[config.mk]
export PLATFORM = sky130hd
export DESIGN_NAME = alu_issue_driver
export DESIGN_NICKNAME = d
export VERILOG_FILES = /design/src/rtl/cpu_types_pkg.sv /design/src/rtl/alu_req_fifo.sv /design/src/rtl/alu_issue_driver.sv
export SDC_FILE = /design/constraint.sdc
export NUM_CORES = 1
export LEC_CHECK = 0
export ABC_AREA = 1
export ABC_CLOCK_PERIOD_IN_PS = 8450
export CORE_ASPECT_RATIO = 0.5
export CORE_UTILIZATION = 60
export CTS_CLUSTER_SIZE = 30
export DETAILED_ROUTE_END_ITERATION = 8
export PLACE_DENSITY = 0.86
export RECOVER_POWER = 100
export SLEW_MARGIN = 20
export SYNTH_ARGS = -nofsm -noshare
export SYNTH_HDL_FRONTEND = slang
export SYNTH_SLANG_ARGS = --single-unit
export TNS_END_PERCENT = 20
[constraint.sdc]
create_clock -name CLK -period 8.45 [get_ports CLK]
set_clock_uncertainty 0.1 [all_clocks]
set_input_delay 2.535 -clock CLK [delete_from_list [all_inputs] [get_ports CLK]]
set_output_delay 2.535 -clock CLK [all_outputs]
set_load 0.03 [all_outputs]
[src/rtl/cpu_types_pkg.sv]
// Shared CPU datapath types for the ALU issue driver: operand word, ALU
// operation code, request/flag bundles, driver FSM state and a saturating
// statistics increment helper.
package cpu_types_pkg;

    typedef logic [31:0] word_t;

    typedef enum logic [3:0] {
        ALU_SLL  = 4'd0,
        ALU_SRL  = 4'd1,
        ALU_ADD  = 4'd2,
        ALU_SUB  = 4'd3,
        ALU_AND  = 4'd4,
        ALU_OR   = 4'd5,
        ALU_XOR  = 4'd6,
        ALU_NOR  = 4'd7,
        ALU_SLT  = 4'd8,
        ALU_SLTU = 4'd9
    } aluop_t;

    typedef struct packed {
        word_t  a;
        word_t  b;
        aluop_t op;
    } alu_req_t;

    typedef struct packed {
        logic ovf;
        logic neg;
        logic zero;
    } alu_flags_t;

    typedef enum logic [1:0] {
        IDLE  = 2'd0,
        DRIVE = 2'd1,
        HOLD  = 2'd2
    } alu_drv_state_t;

    localparam logic [15:0] STAT_MAX = 16'hFFFF;

    // Saturating +1 for the optional 16-bit statistics counters.
    function automatic logic [15:0] sat_inc(input logic [15:0] v);
        return (v == STAT_MAX) ? v : v + 16'd1;
    endfunction

endpackage

[src/rtl/alu_req_fifo.sv]
// Request FIFO for the ALU issue driver. Holds DEPTH entries of
// {alu_req_t, tag}. push_ready is derived from a registered full flag so
// there is no combinational path from push_valid or pop to push_ready; it
// is forced low while reset is asserted.
module alu_req_fifo
    import cpu_types_pkg::*;
#(
    parameter int DEPTH = 4,
    parameter int TAG_W = 4
) (
    input  logic             clk,
    input  logic             rst_n,
    input  logic             push_valid,
    output logic             push_ready,
    input  alu_req_t         push_req,
    input  logic [TAG_W-1:0] push_tag,
    input  logic             pop,
    output alu_req_t         head_req,
    output logic [TAG_W-1:0] head_tag,
    output logic             empty
);

    localparam int PTR_W = $clog2(DEPTH);
    localparam int CNT_W = PTR_W + 1;

    alu_req_t         req_mem [DEPTH];
    logic [TAG_W-1:0] tag_mem [DEPTH];
    logic [PTR_W-1:0] wr_ptr;
    logic [PTR_W-1:0] rd_ptr;
    logic [CNT_W-1:0] count;
    logic [CNT_W-1:0] count_next;
    logic             full_q;
    logic             do_push;
    logic             do_pop;

    assign push_ready = rst_n & ~full_q;
    assign empty      = (count == '0);
    assign do_push    = push_valid & push_ready;
    assign do_pop     = pop & ~empty;
    assign head_req   = req_mem[rd_ptr];
    assign head_tag   = tag_mem[rd_ptr];

    // Occupancy after this cycle's push/pop; feeds the registered full flag.
    always_comb begin
        count_next = count + CNT_W'(do_push) - CNT_W'(do_pop);
    end

    // Pointers wrap naturally mod DEPTH; count carries one extra bit for full.
    always_ff @(posedge clk or negedge rst_n) begin
        if (!rst_n) begin
            wr_ptr <= '0;
            rd_ptr <= '0;
            count  <= '0;
            full_q <= 1'b0;
        end else begin
            if (do_push) wr_ptr <= wr_ptr + PTR_W'(1);
            if (do_pop)  rd_ptr <= rd_ptr + PTR_W'(1);
            count  <= count_next;
            full_q <= (count_next == CNT_W'(DEPTH));
        end
    end

    // Payload storage; contents are don't-care until written.
    always_ff @(posedge clk) begin
        if (do_push) begin
            req_mem[wr_ptr] <= push_req;
            tag_mem[wr_ptr] <= push_tag;
        end
    end

endmodule

[src/rtl/alu_issue_driver.sv]
// Initiator-side driver for the combinational ALU. Requests are buffered in
// alu_req_fifo, issued one per cycle into registered alu_a/alu_b/alu_op, and
// the ALU result plus {ovf,neg,zero} are captured with the request tag into a
// response register.
//
// Handshakes (both req_* and rsp_*): a transfer happens on a rising CLK edge
// where valid && ready are both high. The source holds payload stable while
// valid && !ready; ready never depends combinationally on valid.
//
// Optional build macro ALU_ISSUE_STATS_EN adds saturating counters
// stat_issued (captures) and stat_ovf (captures with alu_ovf=1).
module alu_issue_driver
    import cpu_types_pkg::*;
#(
    parameter int DEPTH = 4,
    parameter int TAG_W = 4
) (
    input  logic             CLK,
    input  logic             nRST,
    input  logic             req_valid,
    output logic             req_ready,
    input  word_t            req_a,
    input  word_t            req_b,
    input  aluop_t           req_op,
    input  logic [TAG_W-1:0] req_tag,
    output word_t            alu_a,
    output word_t            alu_b,
    output aluop_t           alu_op,
    input  word_t            alu_out,
    input  logic             alu_zero,
    input  logic             alu_neg,
    input  logic             alu_ovf,
    output logic             rsp_valid,
    input  logic             rsp_ready,
    output word_t            rsp_result,
    output logic [2:0]       rsp_flags,
    output logic [TAG_W-1:0] rsp_tag,
    output alu_drv_state_t   dbg_state
`ifdef ALU_ISSUE_STATS_EN
    ,
    output logic [15:0]      stat_issued,
    output logic [15:0]      stat_ovf
`endif
);

    alu_drv_state_t   state;
    alu_drv_state_t   state_next;
    alu_req_t         push_req;
    alu_req_t         head_req;
    logic [TAG_W-1:0] head_tag;
    logic [TAG_W-1:0] issue_tag;
    logic             fifo_empty;
    logic             fifo_pop;
    logic             capture;
    logic             rsp_free;
    alu_flags_t       cur_flags;

    assign push_req  = '{a: req_a, b: req_b, op: req_op};
    assign cur_flags = '{ovf: alu_ovf, neg: alu_neg, zero: alu_zero};
    // Response register can take a new capture if empty or being drained now.
    assign rsp_free  = ~rsp_valid | rsp_ready;
    assign dbg_state = state;

    alu_req_fifo #(
        .DEPTH (DEPTH),
        .TAG_W (TAG_W)
    ) u_fifo (
        .clk        (CLK),
        .rst_n      (nRST),
        .push_valid (req_valid),
        .push_ready (req_ready),
        .push_req   (push_req),
        .push_tag   (req_tag),
        .pop        (fifo_pop),
        .head_req   (head_req),
        .head_tag   (head_tag),
        .empty      (fifo_empty)
    );

    // FSM state register.
    always_ff @(posedge CLK or negedge nRST) begin
        if (!nRST) state <= IDLE;
        else       state <= state_next;
    end

    // Next state, FIFO pop and response capture decisions.
    always_comb begin
        state_next = state;
        fifo_pop   = 1'b0;
        capture    = 1'b0;
        case (state)
            IDLE: begin
                if (!fifo_empty) begin
                    fifo_pop   = 1'b1;
                    state_next = DRIVE;
                end
            end
            DRIVE, HOLD: begin
                if (rsp_free) begin
                    capture = 1'b1;
                    if (!fifo_empty) begin
                        fifo_pop   = 1'b1;
                        state_next = DRIVE;
                    end else begin
                        state_next = IDLE;
                    end
                end else begin
                    state_next = HOLD;
                end
            end
            default: state_next = IDLE;
        endcase
    end

    // ALU operand registers: load on pop, otherwise hold the last issued op.
    always_ff @(posedge CLK or negedge nRST) begin
        if (!nRST) begin
            alu_a     <= '0;
            alu_b     <= '0;
            alu_op    <= aluop_t'(0);
            issue_tag <= '0;
        end else if (fifo_pop) begin
            alu_a     <= head_req.a;
            alu_b     <= head_req.b;
            alu_op    <= head_req.op;
            issue_tag <= head_tag;
        end
    end

    // Response register: capture sets valid, accept without capture clears it.
    always_ff @(posedge CLK or negedge nRST) begin
        if (!nRST) begin
            rsp_valid  <= 1'b0;
            rsp_result <= '0;
            rsp_flags  <= '0;
            rsp_tag    <= '0;
        end else if (capture) begin
            rsp_valid  <= 1'b1;
            rsp_result <= alu_out;
            rsp_flags  <= cur_flags;
            rsp_tag    <= issue_tag;
        end else if (rsp_ready) begin
            rsp_valid  <= 1'b0;
        end
    end

`ifdef ALU_ISSUE_STATS_EN
    // Saturating issue / overflow counters, stepped once per capture.
    always_ff @(posedge CLK or negedge nRST) begin
        if (!nRST) begin
            stat_issued <= '0;
            stat_ovf    <= '0;
        end else if (capture) begin
            stat_issued <= sat_inc(stat_issued);
            if (alu_ovf) stat_ovf <= sat_inc(stat_ovf);
        end
    end
`endif

endmodule

== Word level (Yosys, flattened, before mapping) ==
Memory sizes are Yosys's and may differ from the RTL's. A register that Yosys moved wholly into a read port is not among the register bits.
Index checks and enable logic that the tools add are counted.

* Register bits after elaboration: 50
* Bits in writable memories: 288
* Input bits: 111
* Output and inout bits: 111
* Logic and storage cells: 45
* Memories: 2

{| class="wikitable"
|+ Memories
! name !! words !! bits a word !! read ports !! clocked after memory_dff !! write ports !! RTL line !! source
|-
| u_fifo.req_mem || 4 || 68 || 1 || 1 || 1 || alu_req_fifo.sv:26 || <nowiki>alu_req_t req_mem [DEPTH];</nowiki>
|-
| u_fifo.tag_mem || 4 || 4 || 1 || 1 || 1 || alu_req_fifo.sv:27 || <nowiki>logic [TAG_W-1:0] tag_mem [DEPTH];</nowiki>
|}

* Add/subtract/negate cells: 4
* Equal/unequal tests: 4
* Muxes and demuxes: 13
* Bitwise gates (word level): 7
* Reductions and logical operators: 6

{| class="wikitable"
|+ Operator list
! kind !! number
|-
| $mux W1 || 9
|-
| $add A2 B1 Y2 const B || 2
|-
| $mux W2 || 2
|-
| $pmux W2 S2 || 1
|-
| $add A3 B1 Y3 || 1
|-
| $and A1 B1 Y1 || 3
|-
| $eq A3 B3 Y1 const B || 1
|-
| $logic_not A3 Y1 || 1
|-
| $not A1 Y1 || 3
|-
| $sub A3 B1 Y3 || 1
|-
| $eq A2 B1 Y1 const B || 1
|-
| $eq A2 B2 Y1 const B || 1
|-
| $logic_not A1 Y1 || 2
|-
| $logic_not A2 Y1 || 1
|-
| $ne A2 B2 Y1 const B || 1
|-
| $pmux W1 S2 || 1
|-
| $reduce_bool A2 Y1 || 1
|-
| $reduce_or A2 Y1 || 1
|-
| $or A1 B1 Y1 || 1
|}

== Logic depth before layout (Yosys ltp) ==
Gate-level depths: netlist of the first run.

* Depth after elaboration: 7
* Depth in mapped cells: 15

== By module ==
Synthesis of the first run repeated with hierarchy kept, for this count alone.

* Cell total of the unflattened synthesis: 1326
* Area, all modules: 15856.5 µm²

{| class="wikitable"
|+ By module, submodules not included
! module !! times used !! cells each !! area an instance (µm²) !! sequential area each (µm²)
|-
| alu_req_fifo || 1 || 827 || 11323.4 || 8848.5
|-
| alu_issue_driver || 1 || 499 || 4533.1 || 2852.7
|}

== Least setup slack after synthesis of the first run ==
OpenSTA, ideal clock, no wires.

* Path type: input-to-reg
* Start: input port nRST
* End: memory u_fifo.req_mem[0][0] (netlist name), enable pin
* Setup time: 503 ps
* Arrival: 6315 ps
* Required time: 7847 ps
* Setup slack: 1532 ps
* Stages on the path: 4
* Buffers on the path: 0
* Path through: inv_1 > nor2_1 > nand2_1 > nor2_1

* Longest elaborated chain between the ends: 4

{| class="wikitable"
|+ RTL lines
! what !! RTL line !! source
|-
| start: declaration || alu_issue_driver.sv:19 || <nowiki>input logic nRST,</nowiki>
|-
| $and A1 B1 Y1 || alu_req_fifo.sv:36 || <nowiki>assign push_ready = rst_n & ~full_q;</nowiki>
|-
| net req_ready || alu_issue_driver.sv:21 || <nowiki>output logic req_ready,</nowiki>
|-
| $and A1 B1 Y1 || alu_req_fifo.sv:38 || <nowiki>assign do_push = push_valid & push_ready;</nowiki>
|-
| $mux W1 || alu_req_fifo.sv:65 || <nowiki>if (do_push) begin</nowiki>
|-
| $mux W1 (not written as such) || alu_req_fifo.sv:66 || <nowiki>req_mem[wr_ptr] <= push_req;</nowiki>
|-
| end: declaration || alu_req_fifo.sv:26 ||
|}

The timed path passes the listed nets, and every way through them passes these cells.

== Final worst setup path of the first run ==
* Start: input port rsp_ready
* End: register alu_a[3], read port of u_fifo.req_mem

* Longest elaborated chain between the ends: 3

{| class="wikitable"
|+ RTL lines
! what !! RTL line !! source
|-
| start: declaration || alu_issue_driver.sv:34 || <nowiki>input logic rsp_ready,</nowiki>
|-
| $or A1 B1 Y1 || alu_issue_driver.sv:61 || <nowiki>assign rsp_free = ~rsp_valid | rsp_ready;</nowiki>
|-
| $mux W1 || alu_issue_driver.sv:99 || <nowiki>if (rsp_free) begin</nowiki>
|-
| $pmux W1 S2 || alu_issue_driver.sv:91 || <nowiki>case (state)</nowiki>
|-
| end: declaration || alu_issue_driver.sv:26 || <nowiki>output word_t alu_a,</nowiki>
|}

No other way between the ends.
A chain may end at the register's enable or synchronous reset.

==> results of run 1 <==
==> critical path: stages <==
cell and delay, ps:
dlygate4sd3_1 520, inv_1 50, nand2_1 990, nand2_1 1240, nand2_1 330, clkbuf_2 1430, nand3_1 250, nand2_1 170
==> sequential cells by signal (all words and copies together) (netlist names) <==
register        count
u_fifo.full_q       1
u_fifo.wr_ptr       2
issue_tag           4
u_fifo.tag_mem     16
u_fifo.count        3
rsp_valid           1
rsp_flags           3
dbg_state           2
rsp_result         32
rsp_tag             4
alu_op              4
u_fifo.rd_ptr       2
u_fifo.req_mem    272
alu_a              32
alu_b              32
==> per-layer routing <==
layer	track usage, %	vias up	wire (µm)
met3	3.776	78	2379
met4	9.315	0	1001
met5	0	-	0
li1	-	5666	-
met1	33.58	5713	15430
met2	45.92	448	19150
==> stage by stage <==
step,setup WS (ps),power [W],hold WS (ps)
3_3_place_gp,1871,0.006189,353.3
4_1_cts,1874,0.008069,373.1
6_report,1219,0.007950,366.0
2_1_floorplan,1532,0.005193,349.7
5_1_grt,915.3,0.008407,378.1
3_5_place_dp,1869,0.006322,359.5
==> synthesized netlist by cell type <==
library cell and instances:
nor2_2 1, o21bai_1 1, buf_6 1, nand3_1 258, nand3b_1 1, nor2_1 5, xor2_1 2, a21oi_4 1
inv_1 306, a21oi_1 1, clkbuf_1 27, buf_4 7, buf_1 3, edfxtp_1 288, inv_2 2, or2_2 1
dfrtp_1 122, nand2_2 4, o21ai_0 3, nand2_1 591, nand4_1 1, ha_1 8, fa_1 1, buf_2 45
==> final timing paths <==
path / slack (ps) / startpoint / to / cells past startpoint
worst min register to register: 370 / rsp_result[26]$_DFFE_PN0P_ / rsp_result[26]$_DFFE_PN0P_ / 2
worst max-delay path: 1220 / rsp_ready / alu_a[3]$_DFFE_PN0N_ / 8
worst max register to register: 3410 / rsp_valid$_DFFE_PN0P_ / alu_a[3]$_DFFE_PN0N_ / 6
worst min-delay path: 370 / rsp_result[26]$_DFFE_PN0P_ / rsp_result[26]$_DFFE_PN0P_ / 2
min in group asynchronous: 1880 / nRST / rsp_result[15]$_DFFE_PN0P_ / 1
max in group asynchronous: 1870 / nRST / u_fifo.rd_ptr[0]$_DFFE_PN0P_ / 2
==> kinds of logic after synthesis <==
group,after synthesis
flops,410
buf+inv,391
fa+ha+maj,9
simple gates,862
xor+xnor,2
compound gates,6
==> power by group through the flow <==
stage,sequential (W),combinational [W],clock [W]
after floorplan,0.00337,0.00182,0
after global placement,0.00292,0.00327,0
after detailed placement,0.00293,0.00339,0
after CTS,0.00290,0.00343,0.00173
after global routing,0.00295,0.00364,0.00182
final,0.00290,0.00333,0.00172
==> layout make-up <==
class,instances,share of cell area (%)
multi-input cells,879,18.17
flip-flops and latches,410,56.72
clock inverters,18,1.170
repair buffers,234,11.11
clock buffers,48,4.831
inverters,308,5.613
diodes,6,0.07274
well taps,382,2.316
==> metrics.md, run 1 <==
| Metric | Value |
|---|---|
| Worst-Margin Slew | 3767 ps |
| Die width | 240.2 µm |
| Post-Synth Simple-Gate Area | 21.03% |
| Die Ht | 121.1 µm |
| Buffers on Ports | 221 |
| H-tree depth | 2 |
| First-pass GRT wire length | 58430 µm |
| Violated checks | max-capacitance violations, max-slew violations |
| Non-filler cells in the finished layout | 2285 |
| Mapped Area | 17020 µm² |
| Footprint of the multi-input gates | 3751 µm² |
| Switching share of total power | 41.25% |
| Highest-count cells in the layout ignoring fill and taps | nand2_1 (595), inv_1 (306), edfxtp_1 (288) |
| Crit Path Class | in -> reg |
| HP Class | reg -> reg |
| Post-CTS Resized | 0 |
| Critical path data required time | 8800 ps |
| Clk network pwr share | 21.6% |
| Leakage power | 9.682 nW |
| DRC viols | 0 |
| Routed WL | 37960 µm |
| Total GRT Usage | 26.17% |
| Largest net degree at the start of global routing | 95 |
| Hold Violations, Final | 0 |
| Post-synthesis sequential area ratio | 68.75% |
| Antenna-violating nets left | 0 |
| Initial drt markers | 887 |
| Share of layout cells above drive strength 1 | 4.059% |
| CTS Sinks | 410 |
| Cell accounting for the most synthesized area | edfxtp_1 |
| Area Overhead vs Synth | 21.27% |
| Initial antenna violation count | 3 |
| Net Sw Power | 0.003279 W |
| Row count | 43 |
| Synthesized instance count | 1680 |
| Post-route setup TNS | 0 ps |
| RSZ-0062 raised after global routing | false |
| # fillers | 1803 |
| Final min period | 7231 ps |
| Clk buf depth | 3 |
| Register Area | 11710 µm² |
| I/O pin total | 222 |
| Num CTS Buffers | 36 |
| Ranking of synthesized cells by area | edfxtp_1 (51%), dfrtp_1 (18%), nand2_1 (13%), nand3_1 (7.6%), inv_1 (6.7%) |
| Cts hold-fix bufs | 0 |
| Relative slew slack | -151.1% |
| Dpl cell area | 19440 µm² |
| NumNets Final | 1989 |
| Initial Util | 61.31% |
| Sequential share of power | 36.5% |
| Register bit total from synthesis | 410 |
| Util after Layout | 74.35% |
| Most common cell after layout, fill and taps aside | nand2_1 |
| Xor and xnor area share after synthesis | 0.1029% |
| Slew Limit Fails | 506 |
| Post-DP HPWL | 21190 µm |
| Compound-cell area share of the yosys netlist | 0.2573% |
| Setup Viol. Count Final | 0 |
| Status | complete, but fails checks |
| CP startpoint kind | input port |
| Core Region | 27760 µm² |
| Internal | 0.004671 W |
| Tcrit/Tclk final | 85.57% |
| CP arrival | 7580 ps |
| Vias per inst | 5.210 |
| Max FO, Critical Path | 74 |
| Synthesis Warnings | 0 |
| Synth cell types | 24 |
| Largest family of logic cells by synthesized area | simple AND/OR/NAND/NOR gates |
| Pwr Density | 385.2 nW/µm² |
| First-pass iteration count of the detailed router | 7 |
| Placed insts | 2213 |
| Logic pwr share | 41.9% |
| Mux share of post-synthesis cell area | 0% |
| Clk Latency, worst-skew pair | 530 ps |
| Max_cap viols | 10 |
| Yosys top cell area share | 50.81% |
| Fmax achieved | 138.3 MHz |
| Grt total ovfl | 0 |
| Post-CTS Setup Inserts | 0 |
| Synth Area in Adders | 0.7057% |
| Synth Area per Inst | 10.13 µm² |
| Total die area | 29090 µm² |
| Max IR drop VDD | 0.2939 mV |
| Vias in the first global route | 11566 |
| Mean routed wirelength per cell | 16.61 µm |
| Clk root buf | clkbuf_16 |
| Via Count | 11905 |
| Fin area | 20640 µm² |
| Mapped Nets | 1800 |
| Crit end category | flop |
| Reg clk slew, reported paths | 70 ps |
| CTS tree | yes |
| Final RePlAce weighted congestion | 0.7799 |
Note: power is estimated with default switching activity, not from simulation.
==> run 2: changes to the inputs <==
- ABC_AREA: 1 -> default
- CORE_UTILIZATION: 60 -> 58
- PLACE_DENSITY: 0.86 -> 0.85
==> metrics.md, run 2 <==
| Metric | Value |
|---|---|
| Status | complete, but fails checks |
| Violated checks | max-capacitance violations, max-slew violations |
| Initial drt markers | 433 (-51%) |
| NumNets Final | 1024 (-49%) |
| Synth Flop Type | edfxtp_1 |
| Area Overhead vs Synth | 23.78% |
| Die Ht | 116.1 µm (-4.1%) |
| Cts hold-fix bufs | 0 (unchanged) |
| Hold Violations, Final | 0 (unchanged) |
| Ys async rst share | 29.76% (unchanged) |
| H-tree depth | 2 (unchanged) |
| Reg clk slew, reported paths | 60 ps (about the same) |
| Synthesized instance count | 665 (-60%) |
| Relative slew slack | -80.90% (+70 points) |
| Non-filler cells in the finished layout | 1277 (-44%) |
| Total die area | 26730 µm² (-8.1%) |
| Worst slack, placed | 1623 ps (-246.4 ps) |
| CTS Sinks | 410 (unchanged) |
| First-pass GRT wire length | 43240 µm (-26%) |
| DRC viols | 0 (unchanged) |
| Synth Area per Inst | 22.71 µm² (+120%) |
| Crit end category | flop |
| Buffers & Inverters on Critical Path | 2 (-1) |
| Max_cap viols | 10 (unchanged) |
| Antenna-violating nets left | 0 (unchanged) |
| Fmax achieved | 138.5 MHz (+0.18%) |
| Placed insts | 1210 (-45%) |
| Max FO, Critical Path | 73 (-1.4%) |
| Post-CTS Setup Inserts | 0 (unchanged) |
| Leakage power | 6.586 nW (-32%) |
| Slowest CP cell | and2_0 |
| Via Count | 7148 (-40%) |
| Initial Util | 59.48% (-1.8 points) |
| Initial antenna violation count | 1 (-2) |
| Final RePlAce weighted congestion | 0.7188 (-7.8%) |
| I/O pin total | 222 (unchanged) |
| RSZ-0062 raised after global routing | false |
| Core Region | 25390 µm² (-8.5%) |
| Routed WL | 28510 µm (-25%) |
| Post-synth EDFFs | 288 (unchanged) |
| Num CTS Buffers | 36 (unchanged) |
| CTS tree | yes |
| Clk root buf | clkbuf_16 |
| Total GRT Usage | 21.71% (-4.5 points) |
| Die width | 230.2 µm (-4.2%) |
| Post-CTS Resized | 0 (unchanged) |
| Vias per inst | 5.597 (+7.4%) |
| Slew Limit Fails | 414 (-18%) |
| WHS | 398.9 ps (+32.97 ps) |
| Ranking of synthesized cells by area | edfxtp_1 (57%), dfrtp_1 (20%), mux4_2 (11%), mux2_2 (8.3%), buf_6 (0.89%) |
| Pwr Density | 386.8 nW/µm² (+0.41%) |
| Post-DP HPWL | 16950 µm (-20%) |
| Largest register FFs | 272 (unchanged) |
| Post-route setup TNS | 0 ps (unchanged) |
| Max IR drop VDD | 0.2981 mV (+1.4%) |
| Mean routed wirelength per cell | 22.33 µm (+34%) |
| Worst-Margin Slew | 2714 ps (-1053 ps) |
| Register bit total from synthesis | 410 (unchanged) |
| First-pass iteration count of the detailed router | 7 (unchanged) |
| Top Family by Delay on Critical Path | simple AND/OR/NAND/NOR gates |
| Largest net degree at the start of global routing | 74 (-22%) |
| Synth cell count leaders | edfxtp_1 (288), dfrtp_1 (122), mux2_2 (111), mux4_2 (72), buf_6 (12) |
| Synth cell types | 27 (+13%) |
| Crit Path Class | in -> reg |
| Buffers on Ports | 221 (unchanged) |
| Critical path data required time | 8740 ps (-60 ps) |
| Grt total ovfl | 0 (unchanged) |
| CP startpoint kind | input port |
| Synthesis Warnings | 0 (unchanged) |
| Mapped Area | 15100 µm² (-11%) |
| Highest-count cells in the layout ignoring fill and taps | edfxtp_1 (288), dlygate4sd3_1 (184), dfrtp_1 (120) |
| Final min period | 7218 ps (-13.32 ps) |
| Met2 wire length | 15070 µm (-21%) |
| Most common cell in the netlist | edfxtp_1 |
| HP Class | reg -> reg |
| Tcrit/Tclk final | 85.42% (-0.16 points) |
| CP arrival | 7500 ps (-80 ps) |
| Post-synthesis sequential area ratio | 77.47% (+8.7 points) |
| Clk Latency, worst-skew pair | 520 ps (about the same) |
| Share of layout cells above drive strength 1 | 25.43% (+21 points) |
| WL met3 | 1174 µm (-51%) |
| Yosys top cell area share | 57.26% (+6.4 points) |
| Mapped Nets | 785 (-56%) |
| Util after Layout | 73.62% (-0.73 points) |
| Largest stage delay on the critical path | 1780 ps (+350 ps) |
| Cell accounting for the most synthesized area | edfxtp_1 |
| Setup Viol. Count Final | 0 (unchanged) |
| Final worst slack | 1232 ps (+13.32 ps) |
| Vias in the first global route | 7742 (-33%) |
| Met1 wire length | 11630 µm (-25%) |
| Row count | 41 (-4.7%) |
| Biggest register | u_fifo.req_mem |
| Clk buf depth | 3 (unchanged) |
| Most common cell after layout, fill and taps aside | edfxtp_1 |
| Top layer in use | met4 |
| Worst path cell trace | dlygate4sd3_1 -> nand2b_1 -> and2_0 -> o21ai_0 -> clkbuf_2 -> mux2_2 |
## run 2: worst paths after layout
| check | start | end | slack (ps) | depth (start not counted) |
|---|---|---|---|---|
| max | rsp_ready | alu_a[18]$_DFFE_PN0N_ | 1230 | 6 |
| min | alu_b[19]$_DFFE_PN0N_ | alu_b[19]$_DFFE_PN0N_ | 400 | 1 |
| max reg2reg | dbg_state[1]$_DFFE_PN0P_ | alu_a[18]$_DFFE_PN0N_ | 3160 | 6 |
| min reg2reg | alu_b[19]$_DFFE_PN0N_ | alu_b[19]$_DFFE_PN0N_ | 400 | 1 |
| max in group asynchronous | nRST | u_fifo.rd_ptr[0]$_DFFE_PN0P_ | 4910 | 2 |
| min in group asynchronous | nRST | rsp_result[15]$_DFFE_PN0P_ | 1870 | 1 |
## run 2: where the power goes
part / leakage, nW / internal (W) / switching, W / total [W]
Sequential: 4.04 / 0.00264 / 0.000255 / 0.00290
Clock: 0.538 / 0.000866 / 0.000697 / 0.00156
Combinational: 2.01 / 0.00135 / 0.00141 / 0.00277
## run 2: per-layer routing
layer	global-route usage (%)	vias up
met3	4.248	48
met1	27.33	3781
met4	6.887	0
met5	0	-
met2	38.96	174
li1	-	3145
## run 2: layout make-up
cell class,count,area [µm²]
antenna,1,2.502
fill,1462,6699
clock buffer,54,1010
timing repair buffer,229,2256
tap,344,430.4
sequential,410,11710
inverter,9,33.78
clock inverter,12,97.59
multi-input combinational,218,3156
## run 2: cell families after synthesis
| group | synth area share [%] |
|---|---|
| compound gates | 0.2071 |
| fa+ha+maj | 0.7953 |
| mux | 19.01 |
| flops | 77.47 |
| buf+inv | 1.607 |
| simple gates | 0.6130 |
| xor+xnor | 0.2899 |
## run 2: stage by stage
stage,cell area (µm²),power [W]
final,18690,0.007230
after floorplan,15100,0.004893
after global routing,18690,0.007564
after CTS,18740,0.007406
after detailed placement,17630,0.005826
after global placement,17630,0.005712
==> run 3: changes to the inputs <==
- CELL_PAD_IN_SITES_DETAIL_PLACEMENT: default -> 1
- CELL_PAD_IN_SITES_GLOBAL_PLACEMENT: default -> 1
- CORE_UTILIZATION: 58 -> 59
- DONT_BUFFER_PORTS: default -> 1
- GPL_ROUTABILITY_DRIVEN: default -> 0
- PLACE_DENSITY: 0.85 -> default
- PLACE_DENSITY_LB_ADDON: default -> 0.1
==> metrics.md, run 3 (same netlist as run 2, synthesis figures left out) <==
| Metric | Value |
|---|---|
| Status | complete, but fails checks |
| Violated checks | max-capacitance violations, max-slew violations |
| Antenna-violating nets left | 0 (unchanged) |
| Total die area | 26280 µm² (-1.7%) |
| Core Region | 24570 µm² (-3.2%) |
| Logic pwr share | 24.8% (-13 points) |
| First-pass GRT wire length | 44060 µm (+1.9%) |
| Post-CTS Resized | 0 (unchanged) |
| Clk Latency, worst-skew pair | 510 ps (about the same) |
| CP startpoint kind | input port |
| Max FO, Critical Path | 45 (-38%) |
| Slew Limit Fails | 71 (-83%) |
| First-pass iteration count of the detailed router | 4 (-3) |
| Fin area | 16510 µm² (-12%) |
| Cts hold-fix bufs | 0 (unchanged) |
| RSZ-0062 raised after global routing | false |
| Highest-count cells in the layout ignoring fill and taps | edfxtp_1 (288), dfrtp_1 (120), mux2_2 (110) |
| Switching share of total power | 33.93% (+1.2 points) |
| Max IR drop VDD | 0.2252 mV (-24%) |
| Slowest CP cell | clkbuf_1 |
| CP arrival | 7100 ps (-400 ps) |
| Routed WL | 28440 µm (-0.26%) |
| WHS | 408.1 ps (+9.163 ps) |
| Internal | 0.004472 W (-8.1%) |
| Dpl cell area | 15410 µm² (-13%) |
| Clk network pwr share | 23.1% (+1.5 points) |
| Initial antenna violation count | 0 (-1) |
| Vias in the first global route | 7310 (-5.6%) |
| Max_cap viols | 2 (-8) |
| Die width | 228.3 µm (-0.84%) |
| Fmax achieved | 146.9 MHz (+6.0%) |
| Hold Violations, Final | 0 (unchanged) |
| Relative slew slack | -64.96% (+16 points) |
| Largest register FFs | 272 (unchanged) |
| Biggest register | u_fifo.req_mem |
| Pwr Density | 409.8 nW/µm² (+6.0%) |
| Most common cell after layout, fill and taps aside | edfxtp_1 |
| Via Count | 6317 (-12%) |
| # fillers | 1888 (+29%) |
| Worst path cell trace | nand2b_1 -> and2_0 -> o21ai_4 -> clkbuf_1 -> buf_4 -> mux2_2 |
| Net Sw Power | 0.002296 W (-3.0%) |
| Die Ht | 115.1 µm (-0.84%) |
| CTS tree | yes |
| Setup Viol. Count Final | 0 (unchanged) |
| Vias per inst | 6.045 (+8.0%) |
| NumNets Final | 803 (-22%) |
| Tcrit/Tclk final | 80.56% (-4.9 points) |
| Final min period | 6807 ps (-410.7 ps) |
| Clk buf depth | 3 (unchanged) |
| Area Overhead vs Synth | 9.345% |
| Row count | 40 (-2.4%) |
| I/O pin total | 222 (unchanged) |
| Worst-Margin Slew | 2473 ps (-240.6 ps) |
| HP Class | reg -> reg |
| Crit end category | flop |
| Critical path data required time | 8740 ps (about the same) |
| Num CTS Buffers | 36 (unchanged) |
| Mean routed wirelength per cell | 27.21 µm (+22%) |
| Crit Path Class | in -> reg |
| Clk root buf | clkbuf_16 |
| Leakage power | 5.708 nW (-13%) |
| Largest net degree at the start of global routing | 124 (+68%) |
| H-tree depth | 2 (unchanged) |
| CTS Sinks | 410 (unchanged) |
| DRC viols | 0 (unchanged) |
| Post-CTS Setup Inserts | 0 (unchanged) |
| Initial Util | 61.46% (+2.0 points) |
| Grt total ovfl | 0 (unchanged) |
| Buffers on Ports | 0 (-100%) |
| Share of layout cells above drive strength 1 | 34.56% (+9.1 points) |
| Largest stage delay on the critical path | 1520 ps (-260 ps) |
| Post-DP HPWL | 16370 µm (-3.4%) |
| Diodes inserted | 0 (-1) |
| Reg clk slew, reported paths | 70 ps (about the same) |
| Top Family by Delay on Critical Path | buffers and inverters |
| Total GRT Usage | 22.78% (+1.1 points) |
| Sequential share of power | 52.0% (+12 points) |
| Util after Layout | 67.20% (-6.4 points) |
| Buffers & Inverters on Critical Path | 2 (unchanged) |
| Post-route setup TNS | 0 ps (unchanged) |
| Initial drt markers | 354 (-18%) |
[run 3: cell count changes in the layout (fill, tap and decap cells not counted), sizes merged, moves of 3 or more]
cell / previous run / this run
buf: 4 / 7
clkbuf: 59 / 55
clkdlybuf4s50: 36 / 0
clkinv: 7 / 10
dlygate4sd3: 184 / 0
inv: 12 / 9
[run 3: worst paths after layout]
kind	cells after the start	startpoint	slack (ps)	end
worst max-delay path	6	rsp_ready	1640	alu_b[20]$_DFFE_PN0N_
worst min-delay path	1	issue_tag[0]$_DFFE_PN0N_	410	issue_tag[0]$_DFFE_PN0N_
worst max register to register	7	dbg_state[0]$_DFFE_PN0P_	2840	alu_b[20]$_DFFE_PN0N_
worst min register to register	1	issue_tag[0]$_DFFE_PN0N_	410	issue_tag[0]$_DFFE_PN0N_
max in group asynchronous	0	nRST	6460	alu_a[10]$_DFFE_PN0N_
min in group asynchronous	0	nRST	1610	rsp_result[4]$_DFFE_PN0P_
[run 3: power by group through the flow]
stage	registers [W]	clock network, W	logic [W]
after floorplan	0.00338	0	0.00152
after global placement	0.00355	0	0.00162
after detailed placement	0.00358	0	0.00170
after CTS	0.00354	0.00161	0.00171
after global routing	0.00358	0.00169	0.00184
final	0.00352	0.00157	0.00168
[run 3: routing by layer]
layer	share of wire (%)	global-route usage, %	up-vias
met1	39	28.60	3406
met3	7.3	7.267	32
met4	1.3	5.369	0
li1	-	-	2677
met5	0	0	-
met2	52	39.49	202
[run 3: layout make-up]
type / instances / area, µm² / share of cell area [%]
multi-input combinational: 218 / 3167 / 19.18
clock inverter: 10 / 47.55 / 0.2879
clock buffer: 54 / 1081 / 6.546
tap: 336 / 420.4 / 2.546
sequential: 410 / 11710 / 70.90
inverter: 9 / 33.78 / 0.2046
timing repair buffer: 8 / 56.30 / 0.3409
[run 3: worst reg2reg max path: cells and delay by family, from the launching register on]
| family | cells | cell delay [ps] |
|---|---|---|
| adders and majority gates | 1 | 350 |
| DFF | 1 | 550 |
| muxes | 1 | 480 |
| AOI/OAI and AO/OA | 1 | 490 |
| and+or+nand+nor | 1 | 1060 |
| buffers and inverters | 3 | 2450 |
[run 3: per-stage QoR]
| stage | power, W | setup WS, ps | std cells |
|---|---|---|---|
| finish | 0.006768 | 1643 | 1045 |
| global route | 0.007114 | 1291 | 1045 |
| CTS | 0.006864 | 2567 | 1045 |
| detailed placement | 0.005280 | 2569 | 981 |
| global placement | 0.005174 | 2620 | 981 |
| floorplan | 0.004893 | 2721 | 665 |
